<file path="src/rtl/stream_expander.sv">
// stream_expander: scatters a dense, lane-0-packed element stream into the set lanes of a placement mask.
// Define STREAM_EXPANDER_ERR_EN to enable packet-boundary alignment checking on err.
module stream_expander #(
    parameter type         data_t       = logic [7:0],
    parameter int unsigned NUM_ELEMENTS = 4
) (
    input  logic                                  clk,
    input  logic                                  rst,
    input  logic [NUM_ELEMENTS*$bits(data_t)-1:0] in_data,
    input  logic [NUM_ELEMENTS-1:0]               in_keep,
    input  logic                                  in_last,
    input  logic                                  in_valid,
    output logic                                  in_ready,
    input  logic [NUM_ELEMENTS-1:0]               mask,
    input  logic                                  mask_last,
    input  logic                                  mask_valid,
    output logic                                  mask_ready,
    output logic [NUM_ELEMENTS*$bits(data_t)-1:0] out_data,
    output logic [NUM_ELEMENTS-1:0]               out_keep,
    output logic                                  out_last,
    output logic                                  out_valid,
    input  logic                                  out_ready,
    output logic                                  err
);

    localparam int unsigned N  = NUM_ELEMENTS;
    localparam int unsigned W  = $bits(data_t);
    localparam int unsigned D  = 2 * N;
    localparam int unsigned CW = $clog2(2 * N + 1);
    localparam int unsigned IW = $clog2(D);

    function automatic logic [CW-1:0] f_popcount(input logic [N-1:0] v);
        logic [CW-1:0] s;
        s = '0;
        for (int i = 0; i < int'(N); i++) s = s + CW'(v[i]);
        return s;
    endfunction

    data_t           r_buf [D];
    logic [CW-1:0]   r_cnt;
    logic [N*W-1:0]  r_out_data;
    logic [N-1:0]    r_out_keep;
    logic            r_out_last;
    logic            r_out_valid;

    data_t           w_buf_next [D];
    logic [CW-1:0]   w_mask_cnt;
    logic [CW-1:0]   w_keep_cnt;
    logic [CW-1:0]   w_take;
    logic [CW-1:0]   w_base;
    logic [CW-1:0]   w_cnt_next;
    logic [CW-1:0]   w_pre;
    logic [N*W-1:0]  w_out_lanes;
    logic            w_fire;
    logic            w_accept;

    assign in_ready   = (r_cnt <= CW'(N));
    assign mask_ready = w_fire;
    assign out_data   = r_out_data;
    assign out_keep   = r_out_keep;
    assign out_last   = r_out_last;
    assign out_valid  = r_out_valid;

    // Fire decision, head removal, tail append and lane scatter.
    always_comb begin
        w_mask_cnt = f_popcount(mask);
        w_keep_cnt = f_popcount(in_keep);
        w_fire     = mask_valid && (r_cnt >= w_mask_cnt) && (!r_out_valid || out_ready);
        w_accept   = in_valid && in_ready;
        w_take     = w_fire ? w_mask_cnt : '0;
        w_base     = r_cnt - w_take;
        w_cnt_next = w_base + (w_accept ? w_keep_cnt : '0);

        for (int i = 0; i < int'(D); i++) begin
            if (i + int'(w_take) < int'(D)) w_buf_next[i] = r_buf[IW'(i + int'(w_take))];
            else                            w_buf_next[i] = '0;
        end
        if (w_accept) begin
            for (int l = 0; l < int'(N); l++) begin
                if (l < int'(w_keep_cnt))
                    w_buf_next[IW'(int'(w_base) + l)] = data_t'(in_data[l*W +: W]);
            end
        end

        // Fire reads the pre-accept buffer only; unmasked lanes are driven to zero.
        w_pre       = '0;
        w_out_lanes = '0;
        for (int j = 0; j < int'(N); j++) begin
            if (mask[j]) w_out_lanes[j*W +: W] = W'(r_buf[IW'(w_pre)]);
            w_pre = w_pre + CW'(mask[j]);
        end
    end

    always_ff @(posedge clk) begin
        if (rst) begin
            r_cnt       <= '0;
            r_out_data  <= '0;
            r_out_keep  <= '0;
            r_out_last  <= 1'b0;
            r_out_valid <= 1'b0;
        end else begin
            r_cnt <= w_cnt_next;
            if (w_fire) begin
                r_out_data  <= w_out_lanes;
                r_out_keep  <= mask;
                r_out_last  <= mask_last;
                r_out_valid <= 1'b1;
            end else if (out_ready) begin
                r_out_valid <= 1'b0;
            end
        end
    end

    always_ff @(posedge clk) begin
        r_buf <= w_buf_next;
    end

`ifdef STREAM_EXPANDER_ERR_EN
    // One flag per buffered element marking the last element of an input packet.
    logic [D-1:0] r_flag;
    logic [D-1:0] w_flag_next;
    logic         w_err_hit;
    logic         r_err;

    always_comb begin
        for (int i = 0; i < int'(D); i++) begin
            if (i + int'(w_take) < int'(D)) w_flag_next[i] = r_flag[IW'(i + int'(w_take))];
            else                            w_flag_next[i] = 1'b0;
        end
        // An empty last beat closes the packet on the newest buffered element, if any.
        if (w_accept && in_last) begin
            if (w_keep_cnt != '0)
                w_flag_next[IW'(int'(w_base) + int'(w_keep_cnt) - 1)] = 1'b1;
            else if (w_base != '0)
                w_flag_next[IW'(int'(w_base) - 1)] = 1'b1;
        end

        w_err_hit = 1'b0;
        if (w_fire) begin
            for (int i = 0; i < int'(D); i++) begin
                if (r_flag[i] && (i + 1 < int'(w_take))) w_err_hit = 1'b1;
            end
            if (mask_last && ((w_take == '0) || !r_flag[IW'(int'(w_take) - 1)]))
                w_err_hit = 1'b1;
        end
    end

    always_ff @(posedge clk) begin
        if (rst) begin
            r_flag <= '0;
            r_err  <= 1'b0;
        end else begin
            r_flag <= w_flag_next;
            if (w_err_hit) r_err <= 1'b1;
        end
    end

    assign err = r_err;
`else
    logic w_unused;
    assign w_unused = in_last;
    assign err      = 1'b0;
`endif

endmodule

</file>
<file path="config.mk">
export PLATFORM = sky130hd
export DESIGN_NAME = stream_expander
export DESIGN_NICKNAME = d
export VERILOG_FILES = /design/src/rtl/stream_expander.sv
export SDC_FILE = /design/constraint.sdc
export NUM_CORES = 1
export LEC_CHECK = 0
export CORE_MARGIN = 5
export CORE_UTILIZATION = 50
export DETAILED_ROUTE_END_ITERATION = 16
export HOLD_SLACK_MARGIN = 0.08
export PLACE_DENSITY = 0.69
export SLEW_MARGIN = 20
export SYNTH_ARGS = -nofsm -noshare
export SYNTH_HDL_FRONTEND = slang
export SYNTH_SLANG_ARGS = --single-unit
export TNS_END_PERCENT = 5
</file>
<file path="constraint.sdc">
create_clock -name clk -period 7.8 [get_ports clk]
set_input_delay 1.56 -clock clk [delete_from_list [all_inputs] [get_ports clk]]
set_output_delay 1.56 -clock clk [all_outputs]
set_load 0.02 [all_outputs]
</file>
==> results.py <==
metrics = {
    "status": {
        "outcome": "finished clean",
    },
    "clock_network": {
        "cts_sinks": 106,
        "post_cts_resize_count": 0,
        "cts_setup_buffers": 0,
        "buffer_levels_on_the_longest_clock_path": 2,
        "clock_pin_slew_on_the_worst_setup_and_hold_paths_ns": 0.07,
        "clock-root-buffer": "clkbuf_16",
        "clk_latency_ns": 0.37,
        "cts_max_level": 3,
        "cts.hold.buffers_added": 0,
        "tritoncts": "yes",
        "cts_buffers": 9,
    },
    "synth": {
        "synth-seq-cells": 106,
        "synth_sequential_area_ratio": 0.251,
        "synth_cell_type_count": 71,
        "synth-main-ff-cell": "dfxtp_1",
        "netlist_instances": 1016,
        "synthesis.area_per_instance_sq_um": 8.31,
        "synth_top_cell_area_share": 0.251,
        "syn_nets": 1093,
        "ys_top_cells_by_area": "dfxtp_1 (25%), mux2i_1 (11%), mux4_2 (7.5%), a21oi_1 (5.5%), nand2_1 (4.9%)",
        "dominant_cell_type_by_area_after_synthesis": "dfxtp_1",
        "synth_async_sr_flop_share": 0,
        "synth-warning-count": 0,
        "synth-edff-count": 0,
        "synthesis.area_sq_mm": 0.00844,
    },
    "route": {
        "route.detailed.vias_per_inst": 6.42,
        "met3WireLength_um": 2320,
        "routed_wire_length_per_instance_um": 20.8,
        "met2_length_um": 12200,
        "detailedRoute.firstPassIterationCount": 8,
        "vias": 8350,
        "postRouteWirelength_um": 27000,
        "detailed_route_wire_length_on_metal_1_um": 12100,
        "drc_errors": 0,
        "drt_first_iter_violations": 760,
        "final_antenna_net_count": 0,
        "uppermost_signal_routing_layer_after_detailed_routing": "met4",
    },
    "final_layout": {
        "area_taken_by_multi_input_logic_gates_sq_mm": 0.00600,
        "seqCellArea_sq_mm": 0.00212,
        "antennaDiodeCount": 0,
        "final_common_cell": "nand2_1",
        "final-instance-count-excl-fill": 1301,
        "num-fill-cells": 1547,
        "final_cell_mix": "nand2_1 (110), dfxtp_1 (106), nor2_1 (104)",
        "final_layout_size_suffix_gt1_frac": 0.119,
        "nets": 1153,
        "area_delta_synth_final_pct": 17.1,
    },
    "pwr": {
        "power.static_leakage_nw": 3.77,
        "cellPowerDensity_mw_per_mm2": 456,
        "power.ir.vdd_worst_mv": 0.303,
    },
    "grt": {
        "antenna_found_initial": 0,
        "grt-ovfl-total": 0,
        "grt_start_max_net_pins": 59,
        "grt.total_usage": 0.270,
        "first_global_vias": 7840,
        "first_pass_grt_wire_length_um": 43200,
    },
    "sta": {
        "timing.final.crit_share": 0.937,
        "timing.final.ws_setup_ns": 0.495,
        "timing.clock.skew_ns": 0.0127,
        "slew_headroom": 0.269,
        "setup-violations-final": 0,
        "transition_time_of_the_tightest_slew_check_pin_ns": 1.09,
        "hold_viol": 0,
        "number_of_pins_exceeding_their_max_slew_limit_in_the_final_report": 0,
        "fmaxAchievable_mhz": 137,
        "rsz0062_at_grt": "no",
        "period_minus_slack_ns": 7.31,
        "setup_tns_ns": 0,
    },
    "die": {
        "initial_cell_density_of_the_core": 0.509,
        "fp.dieArea_sq_mm": 0.0196,
        "core_box_area_sq_mm": 0.0166,
        "overall_die_width_um": 140,
        "chipHeight_um": 140,
        "boundaryPins": 88,
        "row_count": 47,
    },
    "place": {
        "port_bufs": 85,
        "gp_congestion": 0.925,
        "pre_cts_slack_ns": 0.229,
        "placedCellCount": 1285,
        "dp.final_hpwl_um": 20400,
    },
    "critical_path": {
        "timing.critical_path.fanout_max": 19,
        "cp.arrival_ns": 7.54,
        "crit_type": "in -> reg",
        "timing.critical_path.to_type": "flip-flop",
        "critical_path.startpoint_type": "input port",
        "worst_ep_required_time_ns": 8.04,
    },
    "hold_path": {
        "min-delay-path-class": "reg -> reg",
    },
    "flow_run": {
        "max_cap_viol_count": 0,
    },
}
## final cells by class
type / count / area share
timing repair buffer: 119 / 0.112
sequential: 106 / 0.215
inverter: 14 / 0.00532
clock inverter: 7 / 0.0108
clock buffer: 9 / 0.0228
multi-input combinational: 826 / 0.607
tap: 220 / 0.0278
## report_power, final
group | leakage [nW] | internal [mW] | switching [mW]
clock network | 0.163 | 0.288 | 0.229
registers | 0.878 | 0.767 | 0.296
logic | 2.73 | 1.26 | 1.66
## metal layers
| metal | GRT usage | vias to the layer above |
|---|---|---|
| met4 | 0.0775 | 0 |
| met3 | 0.0481 | 34 |
| met1 | 0.382 | 3952 |
| met5 | 0 | - |
| met2 | 0.425 | 394 |
| li1 | - | 3970 |
## cell usage after synthesis (25+ instances only)
cell type	n
ha_1	26
a21oi_1	92
nand2_1	110
mux2_2	27
dfxtp_1	106
mux4_2	28
nor2_1	104
o22ai_1	39
a22oi_1	25
mux2i_1	93
nand3_1	62
clkbuf_1	43
o21ai_0	30
## final timing paths
path	start	endpoint	slack, ns	cells after the start
hold / removal	out_data[21]	out_data[21]	0.45	2
setup reg to reg	r_cnt[3]	r_buf[62]	3.12	14
hold reg to reg	out_data[21]	out_data[21]	0.45	2
setup / recovery	mask[0]	r_buf[62]	0.49	21
## cells by family after synthesis
group           after synthesis  share of synthesized area
xor+xnor                     14                     0.0185
flops                       106                      0.251
mux                         148                      0.221
compound gates              307                      0.250
fa+ha+maj                    31                     0.0492
simple gates                325                      0.169
buf+inv                      84                     0.0397
other cells                   1                   0.000444
## per-stage QoR
step / instance area [sq um] / util / total power, mW / hold slack (ns)
finish: 9890 / 0.596 / 4.51 / 0.451
global route: 9890 / 0.596 / 4.85 / 0.472
global placement: 9550 / 0.576 / 3.87 / 0.439
CTS: 9890 / 0.596 / 4.46 / 0.454
floorplan: 8440 / - / 3.11 / 0.515
detailed placement: 9550 / 0.576 / 3.92 / 0.444
## sequential cells by signal, summed over array words and instances (netlist names)
| register | flops |
|---|---|
| out_data | 32 |
| out_keep | 4 |
| out_last | 1 |
| out_valid | 1 |
| r_buf | 64 |
| r_cnt | 4 |
## worst max-delay path, stage by stage
cell	delay, ns
clkdlybuf4s50_1	0.44
buf_4	0.23
ha_1	0.32
ha_1	0.21
nand2_1	0.10
nor2_1	0.26
inv_1	0.19
ha_1	0.36
a21bo_2	0.23
mux2i_1	0.21
o21a_1	0.36
o211ai_1	0.20
fa_1	0.52
xor2_4	0.36
xnor2_1	0.16
nand2b_1	0.17
or3_1	0.51
o22a_1	0.23
a21oi_1	0.38
a2111oi_0	0.12
or3_1	0.40
Note: power is estimated with default switching activity, not from simulation.
